<file path="src/rtl/iir_coef_loader_if.sv">
// Coefficient word stream into the loader: valid/ready handshake plus data word.
// The master drives wr_vld/wr_data; the loader (slave) returns wr_rdy.
interface iir_coef_loader_if #(
    parameter int CWIDTH = 24
);
    logic              wr_vld;
    logic              wr_rdy;
    logic [CWIDTH-1:0] wr_data;

    modport master (output wr_vld, output wr_data, input wr_rdy);
    modport slave  (input wr_vld, input wr_data, output wr_rdy);
endinterface

</file>
<file path="src/rtl/iir_coef_loader.sv">
// Purpose: shadow-buffers a biquad coefficient set and commits it atomically to coefs on a din_vld sample boundary.
// Latency: coefs/coef_upd change one cycle after the committing din_vld; all outputs are registered.
// Backpressure: wr_rdy is high only in LOAD. Optional checksum word via macro IIR_COEF_CHKSUM_EN.
module iir_coef_loader #(
    parameter int CASCADE_LEVEL = 10,
    parameter int CWIDTH        = 24
) (
    input  logic                              clk,
    input  logic                              rstn,
    input  logic                              block_en,
    input  logic                              din_vld,
    input  logic                              load_start,
    iir_coef_loader_if.slave                  wr,
    output logic [CASCADE_LEVEL*CWIDTH*5-1:0] coefs,
    output logic                              load_busy,
    output logic                              coef_upd
`ifdef IIR_COEF_CHKSUM_EN
    ,
    output logic                              load_err
`endif
);

    localparam int N   = CASCADE_LEVEL * 5;
    localparam int WCW = $clog2(N + 1);
    localparam int BW  = N * CWIDTH;
    localparam logic [WCW-1:0] LAST_IDX = WCW'(N - 1);
`ifdef IIR_COEF_CHKSUM_EN
    localparam logic [WCW-1:0] CHK_IDX  = WCW'(N);
`endif

    typedef enum logic [1:0] {
        IDLE    = 2'd0,
        LOAD    = 2'd1,
        PENDING = 2'd2
    } state_t;

    state_t            state;
    logic [WCW-1:0]    wcnt;
    logic [BW-1:0]     shadow;
    logic              wr_rdy_q;
    logic              xfer;
    logic [CWIDTH-1:0] wr_data;
`ifdef IIR_COEF_CHKSUM_EN
    logic [CWIDTH-1:0] acc;
`endif

    assign wr.wr_rdy = wr_rdy_q;
    assign wr_data   = wr.wr_data;
    assign xfer      = wr.wr_vld & wr_rdy_q;

    always_ff @(posedge clk or negedge rstn) begin
        if (!rstn) begin
            state     <= IDLE;
            wcnt      <= '0;
            shadow    <= '0;
            coefs     <= '0;
            wr_rdy_q  <= 1'b0;
            load_busy <= 1'b0;
            coef_upd  <= 1'b0;
`ifdef IIR_COEF_CHKSUM_EN
            acc       <= '0;
            load_err  <= 1'b0;
`endif
        end else begin
            coef_upd <= 1'b0;
            if (!block_en) begin
                // Abort keeps both shadow and active set; only the sequencing is dropped.
                state     <= IDLE;
                wcnt      <= '0;
                wr_rdy_q  <= 1'b0;
                load_busy <= 1'b0;
`ifdef IIR_COEF_CHKSUM_EN
                load_err  <= 1'b0;
`endif
            end else if (load_start) begin
                // Restart wins over any same-cycle transfer or commit.
                state     <= LOAD;
                wcnt      <= '0;
                wr_rdy_q  <= 1'b1;
                load_busy <= 1'b1;
`ifdef IIR_COEF_CHKSUM_EN
                acc       <= '0;
                load_err  <= 1'b0;
`endif
            end else begin
                case (state)
                    LOAD: begin
                        if (xfer) begin
`ifdef IIR_COEF_CHKSUM_EN
                            if (wcnt == CHK_IDX) begin
                                wcnt     <= '0;
                                wr_rdy_q <= 1'b0;
                                if (wr_data == acc) begin
                                    state <= PENDING;
                                end else begin
                                    state     <= IDLE;
                                    load_busy <= 1'b0;
                                    load_err  <= 1'b1;
                                end
                            end else begin
                                shadow[int'(wcnt)*CWIDTH +: CWIDTH] <= wr_data;
                                acc  <= acc + wr_data;
                                wcnt <= wcnt + 1'b1;
                            end
`else
                            shadow[int'(wcnt)*CWIDTH +: CWIDTH] <= wr_data;
                            if (wcnt == LAST_IDX) begin
                                state    <= PENDING;
                                wcnt     <= '0;
                                wr_rdy_q <= 1'b0;
                            end else begin
                                wcnt <= wcnt + 1'b1;
                            end
`endif
                        end
                    end
                    PENDING: begin
                        if (din_vld) begin
                            coefs     <= shadow;
                            coef_upd  <= 1'b1;
                            state     <= IDLE;
                            load_busy <= 1'b0;
                        end
                    end
                    default: begin
                        state <= IDLE;
                    end
                endcase
            end
        end
    end

endmodule
</file>
<file path="src/flat_wrapper.sv">
// flat-port wrapper written by rule: the top's interface ports become plain ports
module iir_coef_loader_flat 
#(
    parameter int CASCADE_LEVEL = 10,
    parameter int CWIDTH        = 24
)
  (clk, rstn, block_en, din_vld, load_start, coefs, load_busy, coef_upd, wr_wr_vld, wr_wr_data, wr_wr_rdy);
  iir_coef_loader_if #(.CWIDTH(CWIDTH)) wr_i ();
  input  logic clk;
  input  logic rstn;
  input  logic block_en;
  input  logic din_vld;
  input  logic load_start;
  output logic [CASCADE_LEVEL*CWIDTH*5-1:0] coefs;
  output logic load_busy;
  output logic coef_upd;
  input wire logic [$bits(wr_i.wr_vld)-1:0] wr_wr_vld;
  input wire logic [$bits(wr_i.wr_data)-1:0] wr_wr_data;
  output wire logic [$bits(wr_i.wr_rdy)-1:0] wr_wr_rdy;
  assign wr_i.wr_vld = wr_wr_vld;
  assign wr_i.wr_data = wr_wr_data;
  assign wr_wr_rdy = wr_i.wr_rdy;
  iir_coef_loader #(.CASCADE_LEVEL(CASCADE_LEVEL), .CWIDTH(CWIDTH)) u_core (.clk(clk), .rstn(rstn), .block_en(block_en), .din_vld(din_vld), .load_start(load_start), .wr(wr_i), .coefs(coefs), .load_busy(load_busy), .coef_upd(coef_upd));
endmodule
</file>
<file path="config.mk">
export PLATFORM = sky130hd
export DESIGN_NAME = iir_coef_loader_flat
export DESIGN_NICKNAME = d
export VERILOG_FILES = /design/src/rtl/iir_coef_loader_if.sv /design/src/rtl/iir_coef_loader.sv /design/src/flat_wrapper.sv
export SDC_FILE = /design/constraint.sdc
export NUM_CORES = 2
export LEC_CHECK = 0
export BUFFER_PORTS_ARGS = -buffer_cell sky130_fd_sc_hd__buf_2
export CORE_AREA = 2 2 476 478
export CTS_BUF_LIST = sky130_fd_sc_hd__clkbuf_2 sky130_fd_sc_hd__clkbuf_4 sky130_fd_sc_hd__clkbuf_8
export DETAILED_ROUTE_END_ITERATION = 12
export DIE_AREA = 0 0 478 480
export PLACE_DENSITY_LB_ADDON = 0.15
export RECOVER_POWER = 100
export SLEW_MARGIN = 20
export SYNTH_ARGS = -nofsm -noshare
export SYNTH_HDL_FRONTEND = slang
export SYNTH_SLANG_ARGS = --single-unit
</file>
<file path="constraint.sdc">
create_clock -name clk -period 11.2 [get_ports clk]
set_input_delay 1.68 -clock clk [delete_from_list [all_inputs] [get_ports clk]]
set_output_delay 1.68 -clock clk [all_outputs]
set_load 0.02 [all_outputs]
</file>
==> results.yml <==
critical_path:
  start_kind: "flip-flop"
  path_class: "flip-flop to flip-flop"
  arrival_ns: 9.71
  path_max_fanout: 61
  worstSetupStartpoint: "u_core.wcnt[0]"
  r2r_setup_slack_ns: 2.47
  ff2ff_path_depth: 15
  r2r_end: "u_core.shadow[197]"
  timing.rr.start: "u_core.wcnt[0]"
  crit_required_ns: 12.18
  endpoint_kind: "flip-flop"
timing:
  finalWorstSetupSlack_ns: 2.474
  skew_ns: 0.09635
  hold_ws_ns: 0.3978
  finalSetupViolCount: 0
  slew_headroom: -3.794
  layout_min_cycle_time_ns: 8.726
  fmax_ghz: 0.1146
  rsz0062_at_grt: "no"
  setup_tns_ns: 0
  hold_viol: 0
  worst_pin_slew_ns: 7.192
  fin_crit_sh: 0.7791
  drv_slew: 950
cells_and_area:
  nFillCells: 21490
  syn_to_final_growth_pct: 17.93
  nets: 10330
  layout-drive-gt1-share: 0.1744
outcome:
  failed_checks: "capacitance limit, slew limit"
  status: "complete, but fails checks"
clock_network:
  clk_transition_reported_paths_ns: 0.06
  cts_htree_levels: 5
  numCtsBuffers: 413
  ctsHoldBuffers: 0
  cts_setup_buffers: 0
  cts_tree: "yes"
  insertion_delay_ns: 1.15
  cts.sinks: 2411
  clockBufferDepth: 4
  cts_root_buf: "clkbuf_8"
  cts_resized: 0
logic_synthesis:
  yosysMostFrequentCell: "nand2_1"
  synth.distinct_cells: 66
  synthTopCellsByCount: "nand2_1 (4066), dfrtp_1 (2411), mux2_2 (905), clkbuf_1 (436), nor2_1 (220)"
  seq_area_frac_synth: 0.6390
  syn-instance-count: 8974
  synth_edf_count: 0
  ys_ff_latch: 2411
  synth_fp_nets: 9015
  synth_top_area_cell: "dfrtp_1"
  synth_area_mm2: 0.09442
  synthFlopType: "dfrtp_1"
  avgSynthCellArea_um2: 10.52
  async_reset_ff_frac: 1.000
  synth.top_cell.area_share: 0.6390
  ys_warn_count: 0
  ys_top_cells_by_area: "dfrtp_1 (64%), nand2_1 (16%), mux2_2 (11%)"
detailed_routing:
  vias_per_cell: 5.360
  drc: 0
  drt_wl_total_mm: 366.0
  drt-initial-drc-count: 6517
  route.vias.total: 72930
  wl_per_cell_um: 26.90
  detail-route-antenna-nets: 0
  drt_pass1_iterations: 6
floorplanning:
  core_mm2: 0.2240
  initial_core_util: 0.4215
  die_h_um: 480
  die_area_mm2: 0.2294
  die_x_um: 478
  core.rowCount: 174
  io_pins: 1233
min_path:
  hp-class: "flip-flop to flip-flop"
  holdPathEnd: "u_core.coefs[536]"
  hold_depth: 2
  min_from: "u_core.shadow[536]"
placement:
  post-place-ws_ns: 4.472
  port_buffers: 1232
  gp_congestion: 0.9245
  dpl.hpwl_mm: 257.5
run:
  drv_cap: 16
power_and_ir_drop:
  power_density_mw_per_mm2: 157.5
  power_mw: 17.54
  irDropWorstVdd_mv: 0.1246
  p_leak_nw: 57.74
global_route:
  grt_pass1_vias: 72880
  antenna_found_initial: 37
  grt_pass1_wl_mm: 523.3
  grt-ovfl-total: 0
  grt_max_degree: 228
  grt_use_total: 0.3145
## flip-flops by register name, indices dropped and copies added (netlist names)
register,count
u_core.coefs,1200
u_core.shadow,1200
u_core.wcnt,6
u_core.state,2
u_core.coef_upd,1
u_core.load_busy,1
u_core.wr.wr_rdy,1
## where the power goes
| group | switching, mW | leakage, nW | internal [mW] |
|---|---|---|---|
| clock network | 3.66 | 4.70 | 4.79 |
| registers | 0.0111 | 33.6 | 8.73 |
| logic | 0.292 | 19.4 | 0.0520 |
| total | 3.96 | 57.7 | 13.6 |
## cell type report
class / instances / area (µm²) / area share
Multi-Input combinational cell: 6068 / 32490 / 0.2918
Clock buffer: 676 / 8428 / 0.07569
Sequential cell: 2411 / 60330 / 0.5418
Timing Repair Buffer: 1366 / 5842 / 0.05246
Antenna cell: 21 / 52.55 / 0.0004719
Clock inverter: 48 / 359.1 / 0.003225
Tap cell: 2992 / 3744 / 0.03362
Inverter: 24 / 97.59 / 0.0008765
## layout by cell type, fill, tap and decap left out, types with 6 or more instances in the layout
master / count
clkbuf_8: 536
dfrtp_1: 2410
nand4_1: 8
a21o_1: 6
mux2i_1: 32
mux2_2: 904
a32o_1: 8
buf_12: 16
o41ai_1: 44
and2_1: 8
clkinv_2: 33
buf_4: 96
clkbuf_1: 1220
clkbuf_4: 140
nor3_1: 58
buf_2: 27
o22ai_1: 17
a21oi_1: 47
nor2_1: 215
and3_1: 9
o31ai_1: 155
o32ai_1: 7
nand2_1: 4057
diode_2: 21
o21ai_0: 198
a22oi_1: 15
nand2b_1: 12
a31oi_4: 7
clkinvlp_4: 7
nand2_2: 10
o21ai_1: 7
inv_1: 23
nand3_1: 81
xnor2_1: 7
or3_1: 7
ha_1: 9
a22o_1: 20
o211ai_1: 7
## through the flow
step | cells | util | area (µm²)
after floorplan | 8974 | - | 94420
after global placement | 12860 | 0.4647 | 104100
after detailed placement | 12860 | 0.4650 | 104200
after CTS | 13580 | 0.5042 | 113000
after global routing | 13600 | 0.4970 | 111300
final | 13610 | 0.4970 | 111300
## per-layer routing
metal | part of all wire | wire (µm) | vias up | GRT usage
met5 | 0 | 0 | - | 0
met4 | 0.056 | 20610 | 0 | 0.1530
li1 | - | - | 31930 | -
met3 | 0.086 | 31300 | 660 | 0.08745
met1 | 0.42 | 152000 | 37460 | 0.4188
met2 | 0.44 | 162200 | 2890 | 0.4746
## how the worst max path moves through the flow
| stage | end | slack, ns | depth (start not counted) |
|---|---|---|---|
| after floorplan | u_core.shadow[896] | 6.15 | 19 |
| after global placement | u_core.shadow[766] | 4.67 | 17 |
| final | u_core.shadow[197] | 2.47 | 15 |
| after CTS | u_core.shadow[574] | 4.48 | 17 |
| after detailed placement | u_core.shadow[574] | 4.47 | 17 |
| after global routing | u_core.coefs[23] | 2.09 | 3 |
## cells by family after synthesis
logic type      synth area share
simple gates              0.1840
flops                     0.6390
mux                       0.1114
compound gates           0.04255
buf+inv                  0.01998
xor+xnor                0.001537
fa+ha+maj               0.001537
## worst max-delay path: stages (launching register included)
cell,delay (ns)
dfrtp_2,0.35
clkbuf_1,2.11
inv_1,0.09
buf_4,0.39
ha_2,0.34
nor3b_1,0.44
nand2_1,0.23
o21bai_1,0.37
nor3_1,0.40
ha_1,0.21
buf_4,0.30
nand2_1,0.21
a2111oi_0,0.57
clkbuf_1,1.30
nand3_1,0.77
mux2_2,0.49
Power figures use the tool's default switching activity.
